File: config.mk
export PLATFORM = sky130hd
export DESIGN_NAME = mpu_controller_flat
export DESIGN_NICKNAME = d
export VERILOG_FILES = /design/src/rtl/mpu_controller_if.sv /design/src/rtl/mpu_controller.sv /design/src/flat_wrapper.sv
export SDC_FILE = /design/constraint.sdc
export NUM_CORES = 1
export LEC_CHECK = 0
export ABC_AREA = 0
export BUFFER_PORTS_ARGS = -buffer_cell sky130_fd_sc_hd__buf_2
export CORE_AREA = 2 2 80 82
export CTS_BUF_LIST = sky130_fd_sc_hd__clkbuf_4
export DETAILED_ROUTE_END_ITERATION = 10
export DIE_AREA = 0 0 82 84
export GPL_TIMING_DRIVEN = 0
export HOLD_SLACK_MARGIN = 0.05
export SLEW_MARGIN = 30
export SYNTH_ARGS = -nofsm -noshare
export SYNTH_HDL_FRONTEND = slang
export SYNTH_SLANG_ARGS = --single-unit
File: constraint.sdc
create_clock -name clk -period 2.9 [get_ports clk]
set_clock_uncertainty 0.2 [all_clocks]
set_input_delay 0.58 -clock clk [delete_from_list [all_inputs] [get_ports clk]]
set_output_delay 0.58 -clock clk [all_outputs]
set_load 0.02 [all_outputs]
File: src/rtl/mpu_controller_if.sv
// -----------------------------------------------------------------------------
// mpu_pkg / mpu_controller_if
//
// mpu_pkg holds the command encoding shared by the controller and its users.
//
// mpu_controller_if bundles every command, dispatch and status signal of the
// MPU controller. clk and rst stay as plain ports on the controller.
//   Command channel : op_valid, op_ready, op, op_addr, op_m_size, op_n_size
//   Load engine     : load_en, load_addr, load_m_size, load_n_size,
//                     load_ack, load_error
//   Store engine    : store_en, store_addr, store_complete
//   Status          : busy, done, error
// Modports:
//   slave  - the controller itself (accepts commands, drives dispatch/status)
//   master - the surrounding system (issues commands, answers dispatches)
// -----------------------------------------------------------------------------
package mpu_pkg;
   typedef enum logic [1:0] {
      NOP   = 2'd0,
      LOAD  = 2'd1,
      STORE = 2'd2
   } mpu_operation_t;
endpackage

interface mpu_controller_if
   import mpu_pkg::*;
#(
   parameter int MBITS           = 2,
   parameter int NBITS           = 2,
   parameter int MATRIX_REG_SIZE = 2
);
   logic                       op_valid;
   logic                       op_ready;
   mpu_operation_t             op;
   logic [MATRIX_REG_SIZE-1:0] op_addr;
   logic [MBITS:0]             op_m_size;
   logic [NBITS:0]             op_n_size;

   logic                       load_en;
   logic [MATRIX_REG_SIZE-1:0] load_addr;
   logic [MBITS:0]             load_m_size;
   logic [NBITS:0]             load_n_size;
   logic                       load_ack;
   logic                       load_error;

   logic                       store_en;
   logic [MATRIX_REG_SIZE-1:0] store_addr;
   logic                       store_complete;

   logic                       busy;
   logic                       done;
   logic                       error;

   modport slave (
      input  op_valid, op, op_addr, op_m_size, op_n_size,
             load_ack, load_error, store_complete,
      output op_ready, load_en, load_addr, load_m_size, load_n_size,
             store_en, store_addr, busy, done, error
   );

   modport master (
      output op_valid, op, op_addr, op_m_size, op_n_size,
             load_ack, load_error, store_complete,
      input  op_ready, load_en, load_addr, load_m_size, load_n_size,
             store_en, store_addr, busy, done, error
   );
endinterface

File: src/rtl/mpu_controller.sv
// -----------------------------------------------------------------------------
// mpu_controller
//
// Sequences NOP / LOAD / STORE commands for a small matrix processing unit.
// A command is accepted in IDLE, its fields are captured, and it is either
// completed immediately (NOP), rejected (bad opcode, bad size, store of a
// register that was never loaded) or dispatched to the load or store engine.
// A watchdog bounds every dispatch. A per-register valid bit records which
// matrix registers hold successfully loaded data.
//
// Ports:
//   clk  - single clock, all logic on the rising edge
//   rst  - asynchronous, active-low reset
//   bus  - mpu_controller_if.slave (command, load, store and status signals)
// -----------------------------------------------------------------------------
module mpu_controller
   import mpu_pkg::*;
#(
   parameter int M               = 4,
   parameter int N               = 4,
   parameter int MBITS           = 2,
   parameter int NBITS           = 2,
   parameter int MATRIX_REG_SIZE = 2,
   parameter int TIMEOUT         = 64
) (
   input  logic               clk,
   input  logic               rst,
   mpu_controller_if.slave    bus
);

   localparam int NREGS = 2 ** MATRIX_REG_SIZE;
   localparam int WD_W  = $clog2(TIMEOUT + 1);

   typedef enum logic [2:0] {
      IDLE      = 3'd0,
      LOAD_RUN  = 3'd1,
      STORE_RUN = 3'd2,
      FINISH    = 3'd3,
      FAIL      = 3'd4
   } state_t;

   state_t                     state;
   state_t                     state_nxt;

   // Command fields captured at acceptance, held until the next acceptance.
   mpu_operation_t             op_p0;
   logic [MATRIX_REG_SIZE-1:0] addr_p0;
   logic [MBITS:0]             m_p0;
   logic [NBITS:0]             n_p0;

   logic [NREGS-1:0]           valid_q;
   logic [WD_W-1:0]            wd;
   logic                       wd_expired;
   logic                       accept;

   // A matrix must be non-empty and fit inside the M x N register.
   function automatic logic size_ok(input logic [MBITS:0] m,
                                    input logic [NBITS:0] n);
      return (m != '0) && (n != '0) && (int'(m) <= M) && (int'(n) <= N);
   endfunction

   assign accept     = (state == IDLE) && bus.op_valid;
   assign wd_expired = (wd == WD_W'(TIMEOUT - 1));

   // ---- state register ------------------------------------------------------
   always_ff @(posedge clk or negedge rst) begin
      if (!rst) begin
         state <= IDLE;
      end else begin
         state <= state_nxt;
      end
   end

   // ---- next-state logic ----------------------------------------------------
   // Rejections are decided directly from the live command inputs so that the
   // error pulse lands on the cycle right after acceptance.
   always_comb begin
      state_nxt = state;
      case (state)
         IDLE: begin
            if (bus.op_valid) begin
               case (bus.op)
                  NOP:   state_nxt = FINISH;
                  LOAD:  state_nxt = size_ok(bus.op_m_size, bus.op_n_size)
                                     ? LOAD_RUN : FAIL;
                  STORE: state_nxt = (size_ok(bus.op_m_size, bus.op_n_size) &&
                                      valid_q[bus.op_addr])
                                     ? STORE_RUN : FAIL;
                  default: state_nxt = FAIL;
               endcase
            end
         end
         LOAD_RUN: begin
            // A reported fault wins over a simultaneous acknowledge, and an
            // acknowledge on the last watchdog cycle still counts.
            if (bus.load_error) begin
               state_nxt = FAIL;
            end else if (bus.load_ack) begin
               state_nxt = FINISH;
            end else if (wd_expired) begin
               state_nxt = FAIL;
            end
         end
         STORE_RUN: begin
            if (bus.store_complete) begin
               state_nxt = FINISH;
            end else if (wd_expired) begin
               state_nxt = FAIL;
            end
         end
         FINISH:  state_nxt = IDLE;
         FAIL:    state_nxt = IDLE;
         default: state_nxt = IDLE;
      endcase
   end

   // ---- output logic --------------------------------------------------------
   always_comb begin
      bus.op_ready = 1'b0;
      bus.busy     = 1'b1;
      bus.load_en  = 1'b0;
      bus.store_en = 1'b0;
      bus.done     = 1'b0;
      bus.error    = 1'b0;
      case (state)
         IDLE: begin
            bus.op_ready = 1'b1;
            bus.busy     = 1'b0;
         end
         LOAD_RUN:  bus.load_en  = 1'b1;
         STORE_RUN: bus.store_en = 1'b1;
         FINISH:    bus.done     = 1'b1;
         FAIL: begin
            bus.done  = 1'b1;
            bus.error = 1'b1;
         end
         default: begin
            bus.op_ready = 1'b0;
         end
      endcase
   end

   assign bus.load_addr   = addr_p0;
   assign bus.load_m_size = m_p0;
   assign bus.load_n_size = n_p0;
   assign bus.store_addr  = addr_p0;

   // ---- command capture, watchdog and register valid bits -------------------
   always_ff @(posedge clk or negedge rst) begin
      if (!rst) begin
         op_p0   <= NOP;
         addr_p0 <= '0;
         m_p0    <= '0;
         n_p0    <= '0;
         valid_q <= '0;
         wd      <= '0;
      end else begin
         if (accept) begin
            op_p0   <= bus.op;
            addr_p0 <= bus.op_addr;
            m_p0    <= bus.op_m_size;
            n_p0    <= bus.op_n_size;
            wd      <= '0;
         end else if (state == LOAD_RUN || state == STORE_RUN) begin
            wd <= wd + 1'b1;
         end

         if (state == LOAD_RUN && op_p0 == LOAD) begin
            if (bus.load_error) begin
               valid_q[addr_p0] <= 1'b0;
            end else if (bus.load_ack) begin
               valid_q[addr_p0] <= 1'b1;
            end
         end
      end
   end

endmodule

File: src/flat_wrapper.sv
// flat-port wrapper written by rule: the top's interface ports become plain ports
module mpu_controller_flat import mpu_pkg::*;
#(
   parameter int M               = 4,
   parameter int N               = 4,
   parameter int MBITS           = 2,
   parameter int NBITS           = 2,
   parameter int MATRIX_REG_SIZE = 2,
   parameter int TIMEOUT         = 64
)
  (clk, rst, bus_op_valid, bus_op, bus_op_addr, bus_op_m_size, bus_op_n_size, bus_load_ack, bus_load_error, bus_store_complete, bus_op_ready, bus_load_en, bus_load_addr, bus_load_m_size, bus_load_n_size, bus_store_en, bus_store_addr, bus_busy, bus_done, bus_error);
  mpu_controller_if #(.MBITS(MBITS), .NBITS(NBITS), .MATRIX_REG_SIZE(MATRIX_REG_SIZE)) bus_i ();
  input  logic clk;
  input  logic rst;
  input wire logic [$bits(bus_i.op_valid)-1:0] bus_op_valid;
  input wire logic [$bits(bus_i.op)-1:0] bus_op;
  input wire logic [$bits(bus_i.op_addr)-1:0] bus_op_addr;
  input wire logic [$bits(bus_i.op_m_size)-1:0] bus_op_m_size;
  input wire logic [$bits(bus_i.op_n_size)-1:0] bus_op_n_size;
  input wire logic [$bits(bus_i.load_ack)-1:0] bus_load_ack;
  input wire logic [$bits(bus_i.load_error)-1:0] bus_load_error;
  input wire logic [$bits(bus_i.store_complete)-1:0] bus_store_complete;
  output wire logic [$bits(bus_i.op_ready)-1:0] bus_op_ready;
  output wire logic [$bits(bus_i.load_en)-1:0] bus_load_en;
  output wire logic [$bits(bus_i.load_addr)-1:0] bus_load_addr;
  output wire logic [$bits(bus_i.load_m_size)-1:0] bus_load_m_size;
  output wire logic [$bits(bus_i.load_n_size)-1:0] bus_load_n_size;
  output wire logic [$bits(bus_i.store_en)-1:0] bus_store_en;
  output wire logic [$bits(bus_i.store_addr)-1:0] bus_store_addr;
  output wire logic [$bits(bus_i.busy)-1:0] bus_busy;
  output wire logic [$bits(bus_i.done)-1:0] bus_done;
  output wire logic [$bits(bus_i.error)-1:0] bus_error;
  assign bus_i.op_valid = bus_op_valid;
  assign bus_i.op = bus_op;
  assign bus_i.op_addr = bus_op_addr;
  assign bus_i.op_m_size = bus_op_m_size;
  assign bus_i.op_n_size = bus_op_n_size;
  assign bus_i.load_ack = bus_load_ack;
  assign bus_i.load_error = bus_load_error;
  assign bus_i.store_complete = bus_store_complete;
  assign bus_op_ready = bus_i.op_ready;
  assign bus_load_en = bus_i.load_en;
  assign bus_load_addr = bus_i.load_addr;
  assign bus_load_m_size = bus_i.load_m_size;
  assign bus_load_n_size = bus_i.load_n_size;
  assign bus_store_en = bus_i.store_en;
  assign bus_store_addr = bus_i.store_addr;
  assign bus_busy = bus_i.busy;
  assign bus_done = bus_i.done;
  assign bus_error = bus_i.error;
  mpu_controller #(.M(M), .N(N), .MBITS(MBITS), .NBITS(NBITS), .MATRIX_REG_SIZE(MATRIX_REG_SIZE), .TIMEOUT(TIMEOUT)) u_core (.clk(clk), .rst(rst), .bus(bus_i));
endmodule
==> metrics.sh <==
OUTCOME='completed'
CRIT_PATH_END_KIND='output pin'
TIMING.CRITICAL_PATH.FANOUT_MAX=10
DIE_X_UM=82
P_LEAK_nW=0.770
MUXSHAREOFSYNTHAREA_PCT=15.1
CTS_SINK_CNT=24
VIAS=1141
YS_TYPES=47
FINAL_COUNT_OF_NEGATIVE_SETUP_SLACK_ENDPOINTS=0
TIMING.MAX_SLEW.REL_SLACK_PCT=63.3
NETLIST_AREA_MM2=0.00145
FMAXACHIEVABLE_MHz=395
TIMING.HOLD.WORST.CLASS='input pin to flip-flop'
TIMING.CRITICAL_PATH.ARRIVAL_NS=1.75
RR_WORST_DEPTH=5
DIE_H_UM=84
MAX_CAP_VIOLATIONS=0
PWR_DENSITY_CELL_mW_PER_MM2=1110
CTS_ROOT_BUF='clkbuf_4'
SEQ_AREA_FRAC_SYNTH_PCT=41.3
NUM_IO_PINS=32
WIRE_LENGTH_PER_CELL_AFTER_DETAILED_ROUTING_UM=13.0
SYNTH.YOSYS.WARNINGS=0
CTS.PATH.MAX_BUFFERS=2
GRT_USE_TOTAL_PCT=9.65
SYNTH_COMPOUND_GATE_AREA_SHARE_PCT=16.4
ADDER_CELL_SHARE_OF_THE_SYNTHESIZED_AREA_PCT=0.861
TOTALPOWERFINAL_mW=1.94
SYNTH_TOP_FAMILY_BY_AREA='simple AND/OR/NAND/NOR gates'
POST-PLACE-WS_NS=0.729
DETAIL-ROUTE-ANTENNA-NETS=0
GRT_ANTENNA_BEFORE_REPAIR=0
CLOCK_LATENCY_AT_THE_LATER_PIN_OF_THE_WORST_SKEW_PAIR_NS=0.31
NUM-FILL-CELLS=659
TIGHTEST_SLEW_NS=0.550
CRITICAL_PATH_REQUIRED_NS=2.12
FIN_SETUP_TNS_NS=0
HOLD_PATH_STARTPOINT='bus_op[0]'
CTS_MADE_BUFFERS=3
WORST_R2R_STARTPOINT='u_core.state[1]$_DFFE_PN0P_'
SETUP_WS_NS=0.371
POSTSYNTH.ASYNCRESETSHARE_PCT=100
REMAINING_DRC_ERRORS=0
VIA_COUNT_OF_THE_FIRST_GLOBAL_ROUTING_PASS=1087
WHS_ENDPOINT='u_core.state[1]$_DFFE_PN0P_'
CTS.REPAIR.RESIZED=0
GLOBAL_ROUTE_WIRE_LENGTH_BEFORE_REPAIR_UM=5210
CTS.REPAIR_TIMING.SETUP_BUFFER_COUNT=0
CLOCK_TREE.HTREE_LEVEL_COUNT=1
DIE-AREA_MM2=0.00689
NUM-NETS-FINAL=189
START_UTIL_PCT=23.9
CRITICAL_PATH.STARTPOINT_TYPE='flip-flop'
WORST_HOLD_PATH.NUM_CELLS=2
RSZ_0062_RAISED_AFTER_GLOBAL_ROUTING='false'
PLACE_CONGESTION=0.751
SYNTHESIS.NETS=152
BUFFER_PORTS.INSERTED=31
MAXSLEWVIOLCOUNT=0
GRT_START_MAX_NET_PINS=25
DRIVE_GT1_SHARE_PCT=36.5
CRITICALPATHCATEGORY='flip-flop to output pin'
POST-DP-HPWL_UM=2460
DETAIL_ROUTE.VIAS_PER_CELL=4.62
PATH_CLK_SLEW_NS=0.13
TRITONCTS='built'
OVERFLOW=0
AVGSYNTHCELLAREA_UM2=10.8
COREAREA_MM2=0.00610
ANTENNA-DIODE-COUNT=0
STD_CELL_ROWS=29
YS_DOMINANT_REG_CELL='dfrtp_1'
WIRELENGTH_UM=3210
SYN_INST=135
POST_SYNTH_XOR_AREA_FRACTION_PCT=1.20
FLOW.AREA_GROWTH_FROM_SYNTHESIS_PCT=19.5
POWER.IR.VDD_WORST_uV=385
INITIALDRTVIOLATIONCOUNT=32
DETAILEDROUTE.FIRSTPASSITERATIONCOUNT=4
WHS_NS=0.300
FINALHOLDVIOLCOUNT=0
SYNTH_EDF_COUNT=0
SYNTH_SEQ_CELLS=24
SYNTHSIMPLEGATEAREAFRAC_PCT=17.5
PERIOD_NEEDED_NS=2.53
WORST_SETUP_SLACK_FOR_REGISTER_TO_REGISTER_PATHS_NS=0.88
POST-ROUTE-PERIOD-UTIL_PCT=87.2
-- layout by cell type (no fill, tap or decap), types with 4 or more instances in the layout --
master	Yosys	layout
buf_2	2	33
dfrtp_1	24	24
nor3_1	10	10
a21oi_1	10	10
inv_1	8	8
mux2_4	8	8
mux2_2	7	7
nand3_1	4	4
-- kinds of logic (layout without fill, tap and decap cells) --
group                      after synthesis  after routing
AOI/OAI and AO/OA                       34             34
DFF                                     24             24
buffers and inverters                   18             53
muxes                                   17             17
and+or+nand+nor                         39             39
adders and majority gates                1              1
xor gates and xnor gates                 2              2
-- routing by layer --
layer	GRT usage [%]	up-vias	wire [um]
met4	2.27	0	22
met3	1.62	3	158
li1	-	578	-
met1	14.3	533	1620
met2	14.5	27	1410
met5	0	-	0
-- report_power, final --
| part | switching [mW] | total, mW | internal (mW) |
|---|---|---|---|
| Combinational | 0.630 | 1.21 | 0.583 |
| Sequential | 0.109 | 0.574 | 0.465 |
| Clock | 0.0988 | 0.147 | 0.0486 |
-- how the worst max path moves through the flow --
stage	from	endpoint	slack, ns	depth (start not counted)
CTS	u_core.state[0]$_DFFE_PN0P_	bus_done	0.36	5
global route	u_core.state[2]$_DFFE_PN0P_	bus_done	0.20	5
global placement	u_core.state[0]$_DFFE_PN0P_	bus_done	0.75	5
detailed placement	u_core.state[0]$_DFFE_PN0P_	bus_done	0.73	5
finish	u_core.state[0]$_DFFE_PN0P_	bus_done	0.37	5
floorplan	u_core.state[0]$_DFFE_PN0P_	bus_done	0.55	4
-- cell type report --
| type | instances | area [um2] | area share [%] |
|---|---|---|---|
| tap | 77 | 96.3 | 5.54 |
| inverter | 8 | 30.0 | 1.73 |
| buffer | 10 | 82.6 | 4.75 |
| multi-input combinational | 93 | 741 | 42.6 |
| clock buffer | 3 | 22.5 | 1.30 |
| timing repair buffer | 32 | 165 | 9.50 |
| sequential | 24 | 601 | 34.6 |
-- cell usage after synthesis, types with 2 or more instances --
cell type / number / area, um2
or3_1: 3 / 18.8
a21oi_1: 10 / 50.1
nor3_1: 10 / 50.1
mux2i_1: 2 / 20.0
dfrtp_1: 24 / 601
a41oi_1: 3 / 26.3
nand2b_1: 2 / 12.5
o41ai_1: 3 / 26.3
mux2_4: 8 / 120
clkbuf_1: 2 / 7.51
a31oi_1: 2 / 12.5
buf_4: 3 / 22.5
mux2_2: 7 / 78.8
nor2_1: 3 / 11.3
o221ai_1: 2 / 17.5
nand2_1: 3 / 11.3
buf_6: 2 / 22.5
xnor2_1: 2 / 17.5
o21ai_0: 2 / 10.0
nand3_1: 4 / 20.0
o22ai_1: 3 / 18.8
inv_1: 8 / 30.0
buf_2: 2 / 10.0
nor2b_1: 2 / 12.5
-- worst max-delay path, cell delays in order (launching register included) --
cell      delay (ns)
dfrtp_1         0.43
clkbuf_1        0.34
buf_2           0.28
nor3_1          0.07
o21bai_1        0.15
buf_2           0.16
-- through the flow --
stage / cells / area [um2] / util (%)
finish: 247 / 1740 / 28.5
detailed placement: 243 / 1710 / 28.0
global placement: 243 / 1710 / 28.0
floorplan: 135 / 1450 / -
CTS: 247 / 1740 / 28.5
global route: 247 / 1740 / 28.5
-- timing repair --
action / 4_1_cts / 5_1_grt
endpoints found under the hold margin: 1 / 0
hold buffers: 1 / 0
setup endpoints to repair: 0 / 0
(Power assumes the default switching activity.)
